### config.mk
export PLATFORM = sky130hd
export DESIGN_NAME = halt_monitor
export DESIGN_NICKNAME = d
export VERILOG_FILES = /design/src/rtl/halt_pkg.sv /design/src/rtl/sat_counter.sv /design/src/rtl/halt_monitor.sv
export SDC_FILE = /design/constraint.sdc
export NUM_CORES = 1
export LEC_CHECK = 0
export CORE_AREA = 2 2 107 109
export CTS_BUF_LIST = sky130_fd_sc_hd__clkbuf_8
export DETAILED_ROUTE_END_ITERATION = 16
export DIE_AREA = 0 0 109 111
export GPL_TIMING_DRIVEN = 0
export PLACE_DENSITY_LB_ADDON = 0.15
export RECOVER_POWER = 25
export REMOVE_ABC_BUFFERS = 1
export SYNTH_ARGS = -nofsm -noshare
export SYNTH_HDL_FRONTEND = slang
export SYNTH_HIERARCHICAL = 1
export SYNTH_SLANG_ARGS = --single-unit
### constraint.sdc
create_clock -name sysClk -period 3.8 [get_ports sysClk]
set_input_delay 0.57 -clock sysClk [delete_from_list [all_inputs] [get_ports sysClk]]
set_output_delay 0.57 -clock sysClk [all_outputs]
set_load 0.05 [all_outputs]
### src/rtl/halt_pkg.sv
// halt_pkg: shared constants for the run/halt supervisor.
// This package holds the state encoding seen on the debug port and the default
// parameter values used by halt_monitor.
package halt_pkg;

  // FSM state encoding. These values are visible on the 'state' output, so
  // software and benches decode them directly.
  localparam logic [2:0] ST_IDLE    = 3'd0;
  localparam logic [2:0] ST_RUN     = 3'd1;
  localparam logic [2:0] ST_DRAIN   = 3'd2;
  localparam logic [2:0] ST_DONE    = 3'd3;
  localparam logic [2:0] ST_TIMEOUT = 3'd4;

  typedef logic [2:0] halt_state_t;

  // Default parameter values for halt_monitor.
  localparam int unsigned DEF_CNT_W          = 32;
  localparam int unsigned DEF_DRAIN_CYCLES   = 8;
  localparam int unsigned DEF_TIMEOUT_CYCLES = 100;
  localparam int unsigned DEF_DRAIN_W        = 8;

  // Fetch must be frozen once the stop has been accepted and in both terminal states.
  function automatic logic isHaltState(input halt_state_t s);
    return (s == ST_DRAIN) || (s == ST_DONE) || (s == ST_TIMEOUT);
  endfunction

endpackage

### src/rtl/sat_counter.sv
// sat_counter: W-bit up-counter that sticks at all-ones instead of wrapping.
// A clear request takes priority over an increment in the same cycle.
module sat_counter
  import halt_pkg::*;
#(
  parameter int unsigned W = 8
) (
  input  logic         sysClk,
  input  logic         sysRst,
  input  logic         clr,
  input  logic         inc,
  output logic [W-1:0] q
);

  logic [W-1:0] count_q;
  logic [W-1:0] count_d;

  // Next count: clear wins, otherwise step up unless already at all-ones.
  always_comb begin
    count_d = count_q;
    if (clr) begin
      count_d = '0;
    end else if (inc && (count_q != '1)) begin
      count_d = count_q + 1'b1;
    end
  end

  // Count register with synchronous reset.
  always_ff @(posedge sysClk) begin
    if (sysRst) begin
      count_q <= '0;
    end else begin
      count_q <= count_d;
    end
  end

  assign q = count_q;

endmodule

### src/rtl/halt_monitor.sv
// halt_monitor: run/halt supervisor beside the datapath.
// Qualifies the end-of-program condition (stop with an empty call stack),
// waits a fixed pipeline-drain period before declaring done, and stops a
// runaway program with a cycle-budget watchdog. Cycle and retired-instruction
// counters cover the RUN and DRAIN phases. All outputs come from flops.
module halt_monitor
  import halt_pkg::*;
#(
  parameter int unsigned CNT_W          = DEF_CNT_W,
  parameter int unsigned DRAIN_CYCLES   = DEF_DRAIN_CYCLES,
  parameter int unsigned TIMEOUT_CYCLES = DEF_TIMEOUT_CYCLES,
  parameter int unsigned DRAIN_W        = DEF_DRAIN_W
) (
  input  logic             sysClk,
  input  logic             sysRst,
  input  logic             enable,
  input  logic             stopSignal,
  input  logic             isStackEmpty,
  input  logic             instrValid,
  output logic [2:0]       state,
  output logic             haltReq,
  output logic             done,
  output logic             timedOut,
  output logic             stopWithStack,
  output logic [CNT_W-1:0] cycleCount,
  output logic [CNT_W-1:0] instrCount
);

  // Drain count that ends the drain period (DRAIN_CYCLES must be at least 1
  // and fit in DRAIN_W bits).
  localparam logic [DRAIN_W-1:0] DRAIN_LAST = DRAIN_W'(DRAIN_CYCLES - 1);
  // Cycle count at which the watchdog fires; compared at 64 bits so a budget
  // wider than the counter can never alias onto a small count.
  localparam logic [63:0] TIMEOUT_LAST = 64'(TIMEOUT_CYCLES) - 64'd1;

  halt_state_t      state_q;
  halt_state_t      state_d;
  logic             stopWithStack_q;
  logic             stopWithStack_d;

  logic             cycleClr;
  logic             cycleInc;
  logic             instrClr;
  logic             instrInc;
  logic             drainClr;
  logic             drainInc;

  logic [CNT_W-1:0]   cycleCnt;
  logic [CNT_W-1:0]   instrCnt;
  logic [DRAIN_W-1:0] drainCnt;

  logic             stopQualified;
  logic             timeoutHit;
  logic             drainLast;
  logic [63:0]      cycleWide;

  assign stopQualified = stopSignal & isStackEmpty;
  assign cycleWide     = 64'(cycleCnt);
  assign timeoutHit    = (TIMEOUT_CYCLES != 0) && (cycleWide == TIMEOUT_LAST);
  assign drainLast     = (drainCnt == DRAIN_LAST);

  sat_counter #(.W(CNT_W)) u_cycleCounter (
    .sysClk (sysClk),
    .sysRst (sysRst),
    .clr    (cycleClr),
    .inc    (cycleInc),
    .q      (cycleCnt)
  );

  sat_counter #(.W(CNT_W)) u_instrCounter (
    .sysClk (sysClk),
    .sysRst (sysRst),
    .clr    (instrClr),
    .inc    (instrInc),
    .q      (instrCnt)
  );

  sat_counter #(.W(DRAIN_W)) u_drainCounter (
    .sysClk (sysClk),
    .sysRst (sysRst),
    .clr    (drainClr),
    .inc    (drainInc),
    .q      (drainCnt)
  );

  // Next-state and counter control. Dropping enable always wins and returns to
  // IDLE with counts held; in RUN an accepted stop beats a watchdog expiry in
  // the same cycle. Stop inputs are ignored once DRAIN has been entered.
  always_comb begin
    state_d         = state_q;
    stopWithStack_d = stopWithStack_q;
    cycleClr        = 1'b0;
    cycleInc        = 1'b0;
    instrClr        = 1'b0;
    instrInc        = 1'b0;
    drainClr        = 1'b0;
    drainInc        = 1'b0;
    case (state_q)
      ST_IDLE: begin
        if (enable) begin
          state_d         = ST_RUN;
          cycleClr        = 1'b1;
          instrClr        = 1'b1;
          stopWithStack_d = 1'b0;
        end
      end
      ST_RUN: begin
        if (!enable) begin
          state_d  = ST_IDLE;
          drainClr = 1'b1;
        end else begin
          cycleInc = 1'b1;
          instrInc = instrValid;
          if (stopSignal && !isStackEmpty) begin
            stopWithStack_d = 1'b1;
          end
          if (stopQualified) begin
            state_d  = ST_DRAIN;
            drainClr = 1'b1;
          end else if (timeoutHit) begin
            state_d = ST_TIMEOUT;
          end
        end
      end
      ST_DRAIN: begin
        if (!enable) begin
          state_d  = ST_IDLE;
          drainClr = 1'b1;
        end else begin
          cycleInc = 1'b1;
          instrInc = instrValid;
          drainInc = 1'b1;
          if (drainLast) begin
            state_d = ST_DONE;
          end
        end
      end
      ST_DONE, ST_TIMEOUT: begin
        if (!enable) begin
          state_d = ST_IDLE;
        end
      end
      default: begin
        state_d = ST_IDLE;
      end
    endcase
  end

  // State and sticky-warning registers; reset overrides everything.
  always_ff @(posedge sysClk) begin
    if (sysRst) begin
      state_q         <= ST_IDLE;
      stopWithStack_q <= 1'b0;
    end else begin
      state_q         <= state_d;
      stopWithStack_q <= stopWithStack_d;
    end
  end

  assign state         = state_q;
  assign haltReq       = isHaltState(state_q);
  assign done          = (state_q == ST_DONE);
  assign timedOut      = (state_q == ST_TIMEOUT);
  assign stopWithStack = stopWithStack_q;
  assign cycleCount    = cycleCnt;
  assign instrCount    = instrCnt;

endmodule

==> results.md, run 1 <==
- Die Height: 111 um
- Vias in the first global route: 3786
- Syn-to-layout area delta: 25.3%
- Vias per cell: 5.76
- WL/cell: 14.8 um
- CTS-repair resized insts: 0
- Combinational family with the most area after synthesis: simple AND/OR/NAND/NOR gates
- Synth area leaders: dfxtp_1 37%, or3_1 5.0%, a21oi_1 4.5%, nand2_1 4.0%, nor2_1 3.6%
- Critical Path Max Stage Delay: 0.56 ns
- Critical-path top delay cell: clkdlybuf4s50_1
- Synth cell types: 53
- Arrival @ worst endpoint: 3.73 ns
- Via count: 4102
- Router iterations before antenna repair: 4
- Synth Register Bits: 76
- Global route overflow: 0
- Skew final: 0.0129 ns
- Crit-path max FO: 7
- CTS sink cnt: 76
- Critical path class: input pin to register
- FFs w/ async S/R, synth: 0%
- Die width: 109 um
- Leak pwr: ~0.0017 uW
- Hold_buf cts: 0
- Clock Tree Buf Depth: 2
- Max_cap viols: 0
- Synth area leader: dfxtp_1
- Nature of the critical path startpoint: input pin
- Final WL: between 10000 and 15000 um
- Top cell type's share of synthesized area: 37.1%
- Slew HR: 17.0%
- CTS tree: yes
- Most numerous cell in the Yosys netlist: dfxtp_1
- Share of cells above drive strength 1: about 6.5%
- Max IR drop VDD: 0.117 mV
- Max-slew violations: 0
- Detail Route Antenna Nets: 0
- Final Worst Setup Slack: 0.347 ns
- Post-synthesis mux area share: 1.22%
- Final min period: 3.45 ns
- IO Count: 77
- Syn Inst Count: 498
- Hpwl dp: 7460 um
- Unrepaired setup endpoints after global routing: no
- Syn_area_per_cell: 8.24 um^2
- Post-synth EDFFs: 0
- First-pass GRT wire length: roughly 18000 um
- Main synth FF type: dfxtp_1
- Setup WS pre-CTS: -0.0606 ns
- Adder-Cell Fraction of Synth Area: less than 1%
- XOR/XNOR Fraction of Synth Area: 3.20%
- Clock Latency Late Sink: between 0.3 and 0.4 ns
- H-tree depth: 3
- Final setup vio count: 0
- Post-CTS Setup Inserts: 0
- Register area share after synthesis: 37.1%
- Total GRT Usage: 17.7%
- Yosys warning count: 6
- Drt drc: 0
- Largest net degree at the start of global routing: 31
- Cell Pwr Density: 302 nW/um^2
- Nets@finish: 574
- Endpoints failing hold: 0
- Diode count: 0
- Placer Congestion: 0.788
- Netlist Area Pre-Place: 4100 um^2
- Hold WC Path Type: register to register
- Initial Utilization: 37.0%
- TNS Setup: 0 ns
- Rows: 39
- Design area: approximately 5100 um^2
- Initial antenna violation count: 0
- Minimum hold slack: approximately 0.5 ns
- Data required, critical path: 4.08 ns
- Worst path cell trace: clkdlybuf4s50_1, nand2b_1, nor2_1, and2_1, nand4_1, or4_4, or4_4, or3_1, a21oi_1
- Slew @ Worst Pin: 1.23 ns
- Post-synthesis simple-gate area fraction: 33.5%
- Final worst-path cycle share: 90.9%
- CP endpoint kind: register
- Crit-path most repeated cell: or4_4
- Core Region: 11100 um^2
- Placed inst area: 4950 um^2
- Cts bufs inserted: 9
- PortBufs: between 70 and 80
- Most instantiated cells after synthesis: 76 x dfxtp_1, 44 x nand2_1, 39 x nor2_1, 37 x a21oi_1, 33 x or3_1
- Post-synthesis compound-gate area fraction: 20.7%
- Clock root cell: clkbuf_8
- Die area: ~12000 um^2
- Fmax achieved: around 290 MHz
- Clock transition at path regs: 0.08 ns
- Initial drt markers: 137
- Status: finished, final reports clean
[state kept, by name, summed over array words and instances (netlist names)]
signal	flops
state	3
stopWithStack	1
u_cycleCounter/q	32
u_drainCounter/q	8
u_instrCounter/q	32
[layout by cell type, fill, tap and decap left out, types with 3 or more instances in the layout]
cell type	n
dfxtp_1	76
clkdlybuf4s50_1	48
nand2_1	44
nor2_1	39
a21oi_1	37
or3_1	33
dlygate4sd3_1	28
nand3_1	27
o21ai_0	25
nand4_1	22
nor3_1	14
inv_1	12
a31oi_1	12
xnor2_1	11
nor4_1	10
clkbuf_8	10
o21ai_1	10
or4_1	9
and3_1	7
o31ai_1	6
a41o_1	6
o211ai_1	6
a211oi_1	5
mux2i_1	5
nor4_2	4
and4_1	4
or4_4	4
o311ai_0	4
xor2_1	4
nand2b_1	3
ha_1	3
[final timing paths]
check / endpoint / cells after the start / start / slack (ns)
max: u_instrCounter/q[30]$_SDFFE_PP0P_ / 9 / enable / 0.35
max reg2reg: u_instrCounter/q[30]$_SDFFE_PP0P_ / 8 / state[2]$_SDFFE_PP0P_ / 0.65
min: u_instrCounter/q[27]$_SDFFE_PP0P_ / 2 / u_instrCounter/q[27]$_SDFFE_PP0P_ / 0.50
min reg2reg: u_instrCounter/q[27]$_SDFFE_PP0P_ / 2 / u_instrCounter/q[27]$_SDFFE_PP0P_ / 0.50
[routing by layer]
layer,global-route usage [%],share of wire [%]
met1,22.6,46
met2,29.6,49
met3,3.35,3.9
met4,6.24,0.78
met5,0,0
[report_power, final]
part | total (uW) | switching (uW) | internal [uW]
combinational | 129 | 93.6 | 35.3
sequential | 813 | 12.0 | 801
clock | 610 | 295 | 314
[cell type report]
cell class	instances	area [um^2]
fillers	1132	5930
inverters	11	41.3
multi-input cells	390	2440
clock buffers	10	138
clock inverters	5	53.8
flip-flops and latches	76	1520
well taps	143	179
repair buffers	77	766
[through the flow]
| stage | utilization (%) | std cells | power (uW) |
|---|---|---|---|
| final | 46.4 | 712 | 1550 |
| after global routing | 46.4 | 712 | 1620 |
| after CTS | 46.4 | 711 | 1580 |
| after detailed placement | 44.7 | 696 | 963 |
| after floorplan | - | 477 | 915 |
| after global placement | 44.7 | 696 | 961 |
[critical path, delay by kind of cell]
kind,cells,cell delay [ns]
and+or+nand+nor,7,2.46
buffers and inverters,1,0.56
AOI/OAI and AO/OA,1,0.13
[cells by family (layout without fill, tap and decap cells)]
| group | count (synthesis) | count (layout) |
|---|---|---|
| simple gates | 238 | 238 |
| compound gates | 129 | 129 |
| flops | 76 | 76 |
| buf+inv | 32 | 103 |
| xor+xnor | 15 | 15 |
| mux | 5 | 5 |
| fa+ha+maj | 3 | 3 |
Note: power is estimated with default switching activity, not from simulation.
==> inputs of run 2 (changes only) <==
Settings changed: HOLD_SLACK_MARGIN set to 0.12, PLACE_DENSITY_LB_ADDON 0.15 to unset.
==> run 2 against run 1 <==
Effect of this change: sequential share of layout area down 0.11 points; clock-buffer cell count grew 1; non-clock buffer count did not move; combinational power barely moved; maximum frequency decreased by 0.42%; first-iteration DRC count is 32% higher; sequential power barely moved; via count rose by 0.17%; clock power grew 4.8%; critical path type unchanged.
==> results.md, run 2 (same netlist as run 1, synthesis figures left out) <==
- Max IR drop VDD: approximately 0.33 mV
- Total GRT Usage: 18.2%
- Slew @ Worst Pin: 1.36 ns
- PortBufs: 76
- Vias per cell: 5.76
- Critical Path Max Stage Delay: 0.64 ns
- Hpwl dp: 7480 um
- Vias in the first global route: 3686
- Minimum hold slack: 0.503 ns
- Max-slew violations: 0
- CP delay by family, top: simple AND/OR/NAND/NOR gates
- Core Region: 11100 um^2
- Via count: just over 4000
- Share of cells above drive strength 1: 6.84%
- Final WL: 10700 um
- Data required, critical path: 4.09 ns
- Switching share of power: 25.9%
- Nets@finish: 574
- Unrepaired setup endpoints after global routing: no
- Commonest non-fill, non-tap cell in the layout: dfxtp_1
- Combinational fraction of design power: 8.2%
- Final min period: 3.47 ns
- Initial antenna violation count: 0
- Crit-path most repeated cell: or4_4
- Switching power total: 410 uW
- P_int: 1170 uW
- Critical-path top delay cell: dlygate4sd3_1
- Largest net degree at the start of global routing: 31
- Placed inst area: 4950 um^2
- CP endpoint kind: register
- Die area: 12100 um^2
- Hold_buf cts: 0
- Clock root cell: clkbuf_8
- Crit-path max FO: 7
- Endpoints failing hold: 0
- Cts bufs inserted: 9
- Die Height: 111 um
- Final setup vio count: 0
- Nature of the critical path startpoint: input pin
- Max_cap viols: 0
- CTS-repair resized insts: 0
- Clock power frac: 40.4%
- H-tree depth: 3
- Commonest non-fill, non-tap cells in the layout: 76 x dfxtp_1, 47 x clkdlybuf4s50_1, 44 x nand2_1, 39 x nor2_1, 37 x a21oi_1
- Placer Congestion: 0.834
- Finished Core Util: between 40 and 50%
- Router iterations before antenna repair: 4
- TNS Setup: 0 ns
- Critical path class: input pin to register
- Design area: 5160 um^2
- Drt drc: 0
- WL/cell: 15.0 um
- Clock Tree Buf Depth: 2
- Final worst-path cycle share: roughly nine tenths
- Syn-to-layout area delta: 25.8%
- Status: finished, final reports clean
- Leak pwr: roughly 0.0017 uW
- Worst path cell trace: dlygate4sd3_1, nand2b_1, nor2_1, and2_1, nand4_1, or4_4, or4_4, or3_1, a21oi_1
- IO Count: slightly below 80
- Total Power: ~1600 uW
- Hold WC Path Type: register to register
- CTS sink cnt: 76
- Slew HR: 7.76%
- Post-CTS Setup Inserts: 0
- Initial drt markers: 181
- Rows: 39
- First-pass GRT wire length: ~18000 um
- Global route overflow: 0
- Cell Pwr Density: between 300 and 400 nW/um^2
- Buffers and inverters on the worst path: 1
- Skew final: a little under 0.01 ns
- Detail Route Antenna Nets: 0
- Die width: 109 um
- Initial Utilization: 37.0%
- CTS tree: yes
- Flop pwr share: between 50% and 60%
- Fmax achieved: 288 MHz
- Clock transition at path regs: 0.08 ns
- Arrival @ worst endpoint: between 3 and 4 ns
- Clock Latency Late Sink: about 0.36 ns
- Diode count: 0
## run 2: cell types whose count changed in the layout (fill, tap and decap cells not counted), sizes merged
cell,previous run,this run
clkinv,1,2
dlygate4sd3,28,29
clkdlybuf4s50,48,47
clkinvlp,2,1
clkbuf,10,11
## run 2: final timing paths
path,from,to,slack (ns),depth (start not counted)
setup / recovery,enable,u_instrCounter/q[26]$_SDFFE_PP0P_,0.33,9
hold / removal,u_instrCounter/q[31]$_SDFFE_PP0P_,u_instrCounter/q[31]$_SDFFE_PP0P_,0.50,2
setup reg to reg,state[2]$_SDFFE_PP0P_,u_instrCounter/q[26]$_SDFFE_PP0P_,0.70,8
hold reg to reg,u_instrCounter/q[31]$_SDFFE_PP0P_,u_instrCounter/q[31]$_SDFFE_PP0P_,0.50,2
## run 2: metrics by stage
stage	instances	worst slack, ns
2_1_floorplan	477	0.805
3_3_place_gp	696	0.0483
3_5_place_dp	696	0.00351
4_1_cts	712	0.385
5_1_grt	713	0.190
6_report	713	0.332
## run 2: power groups by stage
stage / sequential (uW) / combinational (uW) / clock, uW
floorplan: 847 / 67.9 / 0
global placement: 832 / 128 / 0
detailed placement: 831 / 130 / 0
CTS: 813 / 130 / 659
global route: 814 / 140 / 694
finish: 813 / 129 / 639
## run 2: layer usage
metal	up-vias	part of all wire [%]	routed length [um]	GRT usage, %
li1	2049	-	-	-
met1	1943	46	4930	23.7
met2	104	47	4990	28.7
met3	13	6.3	677	6.47
met4	0	1.1	120	4.53
met5	-	0	0	0
## run 2: worst register-to-register path, cell delays in order, from the launching register on
cell and delay (ns):
dfxtp_1 0.39, nand2b_1 0.27, nor2_1 0.52, and2_1 0.34, nand4_1 0.12, or4_4 0.45, or4_4 0.47, or3_1 0.32
a21oi_1 0.15
## run 2: final cells by class
class,count,area (um^2)
tap,143,179
sequential,76,1520
timing repair buffer,77,766
clock buffer,11,151
inverter,11,41.3
multi-input combinational,390,2450
clock inverter,5,51.3
fill,1065,5920
